===== src/rtl/kvs_req_parser.sv =====
// kvs_req_parser
//
// Memcache binary-protocol request front end. Watches a GMII receive stream,
// accepts only IPv4/UDP frames addressed to LISTEN_PORT, parses the 24-byte
// memcache request header and copies the key into a local buffer while
// hashing it. Each accepted request becomes one descriptor on a valid/ready
// interface. The downstream lookup engine reads the key through
// key_rd_addr/key_rd_data while the descriptor is pending.
//
// Ports
//   gtx_clk      sole clock, rx_dv/rxd synchronous to it
//   sys_rst      synchronous active-high reset
//   rx_dv, rxd   GMII receive data valid / byte
//   req_valid    descriptor valid, held until req_ready
//   req_ready    descriptor accepted when req_valid & req_ready
//   req_opcode   00 GET, 01 SET, 04 DELETE
//   req_key_len  key length, 1..MAX_KEY_LEN
//   req_val_len  total_body - key_len - ext_len (mod 2^32)
//   req_opaque   opaque field, echoed in the response
//   req_hash     rotate-xor hash of the key bytes
//   key_rd_addr  key buffer read address
//   key_rd_data  combinational key buffer read
//   drop_cnt     dropped-frame count, saturating
//
// state | meaning
// ------+-------------------------------------------------------------
// IDLE  | waiting for a rising rx_dv (frame start, byte index 0)
// ETH   | preamble/Ethernet/IPv4/UDP bytes, checking type/proto/port
// MCH   | 24-byte memcache header, fields captured, checked at h=23
// EXT   | skipping ext_len extras bytes
// KEY   | writing key bytes to the buffer and hashing them
// RESP  | descriptor presented, fields and buffer frozen until handshake
// SKIP  | discarding the rest of the current frame

module kvs_req_parser #(
   parameter logic [15:0] LISTEN_PORT    = 16'd11211,
   parameter int unsigned PAYLOAD_OFFSET = 50,
   parameter int unsigned MAX_KEY_LEN    = 64,
   parameter int unsigned HASH_W         = 12,
   localparam int unsigned KAW = (MAX_KEY_LEN > 1) ? $clog2(MAX_KEY_LEN) : 1
) (
   input  logic              gtx_clk,
   input  logic              sys_rst,
   input  logic              rx_dv,
   input  logic [7:0]        rxd,
   output logic              req_valid,
   input  logic              req_ready,
   output logic [7:0]        req_opcode,
   output logic [15:0]       req_key_len,
   output logic [31:0]       req_val_len,
   output logic [31:0]       req_opaque,
   output logic [HASH_W-1:0] req_hash,
   input  logic [KAW-1:0]    key_rd_addr,
   output logic [7:0]        key_rd_data,
   output logic [15:0]       drop_cnt
);

   localparam logic [15:0] PAYLOAD_LAST = 16'(PAYLOAD_OFFSET - 1);
   localparam logic [15:0] MAX_KEY16    = 16'(MAX_KEY_LEN);

   typedef enum logic [2:0] {
      ST_IDLE,
      ST_ETH,
      ST_MCH,
      ST_EXT,
      ST_KEY,
      ST_RESP,
      ST_SKIP
   } state_t;

   state_t              state_q;
   logic                rx_dv_prev_q;
   logic [15:0]         b_q;
   logic [4:0]          h_q;
   logic [7:0]          e_q;
   logic [15:0]         k_q;
   logic [7:0]          magic_q;
   logic [7:0]          opcode_q;
   logic [15:0]         key_len_q;
   logic [7:0]          ext_len_q;
   logic [31:0]         total_q;
   logic [31:0]         opaque_q;
   logic [HASH_W-1:0]   hash_q;
   logic                pend_skip_q;
   logic [15:0]         drop_q;
   logic                req_valid_q;
   logic [7:0]          req_opcode_q;
   logic [15:0]         req_key_len_q;
   logic [31:0]         req_val_len_q;
   logic [31:0]         req_opaque_q;
   logic [HASH_W-1:0]   req_hash_q;
   logic [7:0]          key_buf [MAX_KEY_LEN];

   logic                frame_start;
   logic [15:0]         drop_inc;
   logic [HASH_W-1:0]   hash_nxt;
   logic                eth_bad;
   logic                op_ok;
   logic                hdr_ok;
   logic [31:0]         val_len;

   assign frame_start = rx_dv & ~rx_dv_prev_q;
   assign drop_inc    = (drop_q == 16'hFFFF) ? drop_q : drop_q + 16'd1;
   assign hash_nxt    = {hash_q[HASH_W-2:0], hash_q[HASH_W-1]} ^ HASH_W'(rxd);
   assign op_ok       = (opcode_q == 8'h00) || (opcode_q == 8'h01) || (opcode_q == 8'h04);
   assign hdr_ok      = (magic_q == 8'h80) && op_ok &&
                        (key_len_q != 16'd0) && (key_len_q <= MAX_KEY16);
   assign val_len     = total_q - {16'd0, key_len_q} - {24'd0, ext_len_q};

   // Header byte checks keyed on the byte index of the current rx byte.
   always_comb begin
      eth_bad = 1'b0;
      case (b_q)
         16'd20:  eth_bad = (rxd != 8'h08);
         16'd21:  eth_bad = (rxd != 8'h00);
         16'd22:  eth_bad = (rxd != 8'h45);
         16'd31:  eth_bad = (rxd != 8'h11);
         16'd44:  eth_bad = (rxd != LISTEN_PORT[15:8]);
         16'd45:  eth_bad = (rxd != LISTEN_PORT[7:0]);
         default: eth_bad = 1'b0;
      endcase
   end

   always_ff @(posedge gtx_clk) begin
      if (sys_rst) begin
         state_q       <= ST_IDLE;
         // Treat rx_dv as already high so a frame in flight at reset release is ignored.
         rx_dv_prev_q  <= 1'b1;
         b_q           <= '0;
         h_q           <= '0;
         e_q           <= '0;
         k_q           <= '0;
         magic_q       <= '0;
         opcode_q      <= '0;
         key_len_q     <= '0;
         ext_len_q     <= '0;
         total_q       <= '0;
         opaque_q      <= '0;
         hash_q        <= '0;
         pend_skip_q   <= 1'b0;
         drop_q        <= '0;
         req_valid_q   <= 1'b0;
         req_opcode_q  <= '0;
         req_key_len_q <= '0;
         req_val_len_q <= '0;
         req_opaque_q  <= '0;
         req_hash_q    <= '0;
         for (int i = 0; i < int'(MAX_KEY_LEN); i++) key_buf[i] <= 8'h00;
      end else begin
         rx_dv_prev_q <= rx_dv;
         case (state_q)
            ST_IDLE: begin
               if (frame_start) begin
                  state_q <= ST_ETH;
                  b_q     <= 16'd1;
               end
            end

            ST_ETH: begin
               if (!rx_dv) begin
                  state_q <= ST_IDLE;
                  drop_q  <= drop_inc;
               end else if (eth_bad) begin
                  state_q <= ST_SKIP;
                  drop_q  <= drop_inc;
               end else if (b_q == PAYLOAD_LAST) begin
                  state_q <= ST_MCH;
                  h_q     <= '0;
               end
               b_q <= b_q + 16'd1;
            end

            ST_MCH: begin
               if (!rx_dv) begin
                  state_q <= ST_IDLE;
                  drop_q  <= drop_inc;
               end else begin
                  case (h_q)
                     5'd0:  magic_q          <= rxd;
                     5'd1:  opcode_q         <= rxd;
                     5'd2:  key_len_q[15:8]  <= rxd;
                     5'd3:  key_len_q[7:0]   <= rxd;
                     5'd4:  ext_len_q        <= rxd;
                     5'd8, 5'd9, 5'd10, 5'd11:
                            total_q  <= {total_q[23:0], rxd};
                     5'd12, 5'd13, 5'd14, 5'd15:
                            opaque_q <= {opaque_q[23:0], rxd};
                     default: ;
                  endcase
                  if (h_q == 5'd23) begin
                     if (!hdr_ok) begin
                        state_q <= ST_SKIP;
                        drop_q  <= drop_inc;
                     end else if (ext_len_q != 8'd0) begin
                        state_q <= ST_EXT;
                        e_q     <= '0;
                     end else begin
                        state_q <= ST_KEY;
                        k_q     <= '0;
                        hash_q  <= '0;
                     end
                  end
                  h_q <= h_q + 5'd1;
               end
            end

            ST_EXT: begin
               if (!rx_dv) begin
                  state_q <= ST_IDLE;
                  drop_q  <= drop_inc;
               end else begin
                  if (e_q == ext_len_q - 8'd1) begin
                     state_q <= ST_KEY;
                     k_q     <= '0;
                     hash_q  <= '0;
                  end
                  e_q <= e_q + 8'd1;
               end
            end

            ST_KEY: begin
               if (!rx_dv) begin
                  state_q <= ST_IDLE;
                  drop_q  <= drop_inc;
               end else begin
                  key_buf[k_q[KAW-1:0]] <= rxd;
                  hash_q                <= hash_nxt;
                  if (k_q == key_len_q - 16'd1) begin
                     state_q       <= ST_RESP;
                     pend_skip_q   <= 1'b0;
                     req_valid_q   <= 1'b1;
                     req_opcode_q  <= opcode_q;
                     req_key_len_q <= key_len_q;
                     req_val_len_q <= val_len;
                     req_opaque_q  <= opaque_q;
                     req_hash_q    <= hash_nxt;
                  end
                  k_q <= k_q + 16'd1;
               end
            end

            ST_RESP: begin
               // A frame starting while the descriptor is pending cannot be parsed;
               // it is counted now and its tail is discarded after the handshake.
               if (frame_start) drop_q <= drop_inc;
               if (req_ready) begin
                  req_valid_q <= 1'b0;
                  pend_skip_q <= 1'b0;
                  state_q     <= (rx_dv || pend_skip_q) ? ST_SKIP : ST_IDLE;
               end else if (frame_start) begin
                  pend_skip_q <= 1'b1;
               end
            end

            ST_SKIP: begin
               if (!rx_dv) state_q <= ST_IDLE;
            end

            default: state_q <= ST_IDLE;
         endcase
      end
   end

   assign req_valid   = req_valid_q;
   assign req_opcode  = req_opcode_q;
   assign req_key_len = req_key_len_q;
   assign req_val_len = req_val_len_q;
   assign req_opaque  = req_opaque_q;
   assign req_hash    = req_hash_q;
   assign drop_cnt    = drop_q;
   assign key_rd_data = (32'(key_rd_addr) < MAX_KEY_LEN) ? key_buf[key_rd_addr] : 8'h00;

endmodule


===== config.mk =====
export PLATFORM = sky130hd
export DESIGN_NAME = kvs_req_parser
export DESIGN_NICKNAME = d
export VERILOG_FILES = /design/src/rtl/kvs_req_parser.sv
export SDC_FILE = /design/constraint.sdc
export NUM_CORES = 1
export LEC_CHECK = 0
export CORE_MARGIN = 5
export CORE_UTILIZATION = 55
export CTS_CLUSTER_DIAMETER = 150
export DETAILED_ROUTE_END_ITERATION = 6
export PLACE_DENSITY_LB_ADDON = 0.15
export SYNTH_ARGS = -nofsm -noshare
export SYNTH_HDL_FRONTEND = slang
export SYNTH_SLANG_ARGS = --single-unit

===== constraint.sdc =====
create_clock -name gtx_clk -period 4.1 [get_ports gtx_clk]
set_input_delay 0.82 -clock gtx_clk [delete_from_list [all_inputs] [get_ports gtx_clk]]
set_output_delay 0.82 -clock gtx_clk [all_outputs]
set_load 0.03 [all_outputs]

==> results of run 1 <==
[through the flow]
step	std cells	cell area, um2	worst slack, ns	power (uW)
after floorplan	3177	37700	0.0597	10200
after global placement	4101	40300	0.141	10800
after detailed placement	4101	40300	0.0875	10800
after CTS	4250	43000	0.0854	18100
after global routing	4250	43000	0.0134	18600
final	4250	43000	0.0884	18000
[logic make-up after synthesis]
family	count (synthesis)	share of synthesized area, %
AO/OA/AOI/OAI	406	6.73
XOR/XNOR	80	1.86
adder cells (fa/ha/maj)	50	1.82
buffers and inverters	296	3.25
flip-flops	795	55.8
multiplexers	256	12.4
AND/OR/NAND/NOR	1294	18.2
[layout make-up]
class | instances | area [um2]
fill | 5151 | 25400
tap | 882 | 1100
clock buffer | 107 | 2290
multi-input combinational | 2086 | 15500
sequential | 795 | 21000
timing repair buffer | 268 | 2430
clock inverter | 42 | 362
inverter | 70 | 264
[worst max-delay path: cells and delay by family]
family	cells	cell delay [ns]
muxes	3	1.62
buffers and inverters	3	0.73
[cells in the final DEF, fill, tap and decap left out, types with 11 or more instances in the layout]
cell type	n
nand3_1	72
nor2b_1	11
nand4_1	23
o21a_1	16
nor2_1	268
a211oi_2	12
clkinv_2	20
clkbuf_1	14
or3_1	30
and3_1	21
inv_1	69
a211oi_1	32
o21ai_0	89
clkdlybuf4s50_1	122
edfxtp_1	512
mux2i_1	79
nor3_1	23
and2_1	515
a21oi_1	166
or2_2	11
mux4_2	168
clkbuf_16	86
xor2_1	30
nand2_1	239
nor4_1	22
xnor2_1	50
ha_1	42
dfxtp_1	283
buf_4	125
[state kept, by name (all words and copies together), names as in the netlist, 16 cells and up]
name / count
req_opaque: 32
req_val_len: 32
key_len_q: 16
k_q: 16
key_buf: 512
b_q: 16
drop_cnt: 16
req_key_len: 16
opaque_q: 32
total_q: 32
[worst paths after layout]
path         cells past startpoint               to  slack [ns]      startpoint
max                              6   key_rd_data[4]        0.09  key_rd_addr[0]
min                              2     opaque_q[31]        0.46    opaque_q[31]
max reg2reg                     11  req_val_len[21]        0.41    key_len_q[3]
min reg2reg                      2     opaque_q[31]        0.46    opaque_q[31]
[layer usage]
layer	GRT usage (%)	routed length, um	up-vias
li1	-	-	11700
met1	36.7	41300	12700
met2	46.3	50400	1063
met3	4.41	6780	243
met4	12.4	5350	0
met5	0	0	-
[power groups by stage]
| stage | clock network (uW) | registers (uW) | logic (uW) |
|---|---|---|---|
| final | 7390 | 9100 | 1550 |
| after global routing | 7870 | 9110 | 1660 |
| after detailed placement | 0 | 9260 | 1540 |
| after CTS | 7490 | 9090 | 1540 |
| after global placement | 0 | 9270 | 1500 |
| after floorplan | 0 | 9090 | 1080 |
==> flow_summary.toml, run 1 <==
[drt]
drtAntennaViolNets = 0
finalWirelength_um = 104000
dr.pass1.iters = 5
first_iter_violations = 2848
via_per_inst = 6.05
num_vias = 25700
wl_per_cell_um = 24.4
drc = 0

[die]
ios = 143
core_um2 = 68300
start_util_pct = 55.2
die_height_um = 272
num_rows = 96
dieWidth_um = 272
die-area_um2 = 73900

[clock_network]
clockBufferDepth = 3
cts_setup_buffers = 0
cts_buffers = 83
path_clk_slew_ns = 0.06
root_buffer = "clkbuf_16"
cts.repair.resized = 0
postCtsHoldBufs = 0
clk_latency_ns = 0.63
h-tree-depth = 3
cts_tree = "built"
clkSinkCount = 795

[logic_synthesis]
yosysMostFrequentCell = "and2_1"
synth_sequential_area_ratio_pct = 55.8
async_flop_share_pct = 0
synth_edf_count = 512
synth.net_count = 3245
ys_types = 83
synth_top_area_cell = "edfxtp_1"
synth_area_leaders = "edfxtp_1 (41%), dfxtp_1 (15%), mux4_2 (10%)"
synth_top_cell_area_share_pct = 40.8
yosysWarnings = 0
ys_top_cells_by_count = "and2_1 (515), edfxtp_1 (512), dfxtp_1 (283), nor2_1 (268), nand2_1 (239)"
synth_area_um2 = 37700
ys.flop_type = "edfxtp_1"
ys_ff_latch = 795
synthCells = 3177
avgSynthCellArea_um2 = 11.9

[setup_path]
crit_fanout = 17
start_kind = "primary input"
cp_slowest_cell = "mux4_2"
slowest_delay_ns = 0.56
critical_path_arrival_ns = 3.19
worstSetupEndpointType = "output pin"
required_ns = 3.28
path_common_cell = "mux4_2"
worst-setup-path-type = "in2out"
path_cells = "clkbuf_8 -> buf_4 -> mux4_2 -> mux4_2 -> mux4_2 -> buf_4"

[sta]
max_freq_mhz = 249
hold_viol_final = 0
hold_ws_ns = 0.456
finClkSkew_ns = 0.0223
rsz0062_at_grt = "false"
slew_violations = 0
slew_headroom_pct = 28.6
period_share_pct = 97.8
layout_min_cycle_time_ns = 4.01
worst_pin_slew_ns = 1.07
tns_ns = 0
setup_viol = 0

[worst_hold_path]
hold_path.class = "reg2reg"

[power_and_ir_drop]
p_switching_uw = 4390
p_int_uw = 13700
leakage_uw = 0.0150
peakVddDrop_v = 0.000351
p_comb_share_pct = 8.6
clockPowerShare_pct = 41.0
p_per_area_nw_per_um2 = 420
switching_share_pct = 24.3
p_seq_share_pct = 50.4

[place]
portBuffers = 142
gp_routability_congestion = 1.01
hpwl_um = 71800

[global_routing]
first_global_vias = 25400
grt_max_degree = 182
grtUsageTotal_pct = 27.9
grt_pass1_wl_um = 158000
overflow = 0
antenna_found_initial = 0

[final_layout]
nets = 3372
area_growth_pct = 13.9
drive_gt1_share_pct = 14.7
num_antenna_cells = 0
final_core_util_pct = 62.9

[flow_run]
max_cap_violations = 0

[status]
status = "complete, no violations"
(Power assumes the default switching activity.)
==> run 2: changes to the inputs <==
Settings changed: CORE_UTILIZATION 55 to 58, DONT_BUFFER_PORTS set to 1, REMOVE_ABC_BUFFERS set to 1.
==> run 2 against run 1 <==
Compared with the run above: worst setup slack better by 0.35 ns; routed wire length shrank 9.4%; die area fell by 5.0%; via count shrank 3.1%; fmax is 9.5% higher; clock skew increased by 0.0024 ns; design area decreased by 4.1%; first-iteration DRC count fell by 5.2%; sequential power shrank 0.8%; global-route usage is 1.5 points lower; power fell by 1.3%; largest power group unchanged; highest routed layer unchanged.
==> flow_summary.toml, run 2 (synthesized netlist as in run 1, its figures left out) <==
[status]
status = "complete, no violations"

[global_routing]
met1_usage_pct = 36.9
use_met2_pct = 42.4
first_global_vias = 24400
grtUsageTotal_pct = 26.4
grt_max_degree = 269
grt_pass1_wl_um = 146000
overflow = 0
met3_usage_pct = 5.53
antenna_found_initial = 0
top_usage_layer = "met2"

[drt]
dr.pass1.iters = 6
num_vias = 24900
drc = 0
finalWirelength_um = 94000
drtAntennaViolNets = 0
wl_per_cell_um = 23.3
via_per_inst = 6.18
first_iter_violations = 2700

[final_layout]
fin_cells = 4034
largest_register = "key_buf"
nets = 3184
area_growth_pct = 9.21
num_antenna_cells = 0
largest_register_ffs = 512
finish.instance_area_um2 = 41200
final_common_cell = "and2_1"
final_cell_mix = "and2_1 (515), edfxtp_1 (512), dfxtp_1 (283)"
final_core_util_pct = 63.9
drive_gt1_share_pct = 13.6

[sta]
tns_ns = 0
rsz0062_at_grt = "false"
max_freq_mhz = 273
hold_viol_final = 0
period_share_pct = 89.3
setup_viol = 0
slew_headroom_pct = 8.33
slew_violations = 0
finClkSkew_ns = 0.0247
layout_min_cycle_time_ns = 3.66
worst_pin_slew_ns = 1.37

[place]
hpwl_um = 59800
dp_cells = 3888
gp_routability_congestion = 0.872
portBuffers = 0
post_dp_cell_area_um2 = 38500

[power_and_ir_drop]
leakage_uw = 0.0142
power_uw = 17800
peakVddDrop_v = 0.000373
p_per_area_nw_per_um2 = 432

[clock_network]
root_buffer = "clkbuf_16"
clkSinkCount = 795
path_clk_slew_ns = 0.06
cts_setup_buffers = 0
clockBufferDepth = 3
postCtsHoldBufs = 0
h-tree-depth = 3
clk_latency_ns = 0.63
cts.repair.resized = 0
cts_tree = "built"
cts_buffers = 81

[die]
start_util_pct = 58.5
num_rows = 93
core_um2 = 64500
dieWidth_um = 265
die-area_um2 = 70200
die_height_um = 265
ios = 143

[flow_run]
max_cap_violations = 0

[setup_path]
r2r_setup_slack_ns = 0.44
timing.rr.end = "req_opcode[7]"
worst-setup-path-type = "reg2reg"
crit_fanout = 31
critical_path_arrival_ns = 4.16
required_ns = 4.60
worstSetupEndpointType = "register"
endpoint = "req_opcode[7]"
reg2reg_from = "key_len_q[0]"
crit_start = "key_len_q[0]"
reg2reg_depth = 11
start_kind = "register"

[worst_hold_path]
hold_path.class = "in2reg"
run 2: cell count changes in the layout (fill, tap and decap cells not counted), moves of 4 or more:
cell,delta
buf_12,-7
buf_2,-9
buf_4,-46
clkbuf_8,+8
clkdlybuf4s50_1,-122
clkinv_1,-4
clkinv_2,-9
clkinv_4,-4
run 2: cell type report:
class / instances / area, um2
clock buffers: 118 / 2360
clock inverters: 28 / 337
fillers: 4892 / 23300
inverters: 70 / 263
multi-input cells: 2086 / 15500
flip-flops and latches: 795 / 21000
well taps: 855 / 1070
repair buffers: 82 / 653
run 2: layer usage:
metal | up-vias | wire [um]
met2 | 1048 | 44500
met5 | - | 0
li1 | 11300 | -
met1 | 12400 | 38600
met3 | 167 | 7920
met4 | 0 | 2970
run 2: critical path: stages (launching register included):
cell,delay [ns]
dfxtp_1,0.48
inv_1,0.16
ha_1,0.26
nor3b_2,0.22
a221o_1,0.38
a21oi_1,0.16
o22ai_1,0.09
or4_1,0.70
nor2_8,0.47
buf_12,0.29
mux2i_1,0.23
nor2_1,0.05
run 2: metrics by stage:
stage / hold slack (ns) / setup WS [ns]
CTS: 0.247 / 0.445
global placement: 0.437 / 0.577
floorplan: 0.430 / -0.336
detailed placement: 0.443 / 0.465
global route: 0.255 / 0.193
finish: 0.266 / 0.438
run 2: how the worst min path moves through the flow:
stage,depth (start not counted),from,end
final,1,sys_rst,opaque_q[26]
after global routing,1,sys_rst,opaque_q[26]
after CTS,1,sys_rst,req_val_len[7]
after detailed placement,2,opaque_q[29],opaque_q[29]
after global placement,2,opaque_q[26],opaque_q[26]
after floorplan,2,opaque_q[24],opaque_q[24]
run 2: power by group:
part | leakage (uW) | switching, uW | internal, uW | total, uW
Sequential | 0.00723 | 210 | 8820 | 9030
Combinational | 0.00568 | 710 | 549 | 1260
Clock | 0.00133 | 3070 | 4440 | 7520
Total | 0.0142 | 3990 | 13800 | 17800
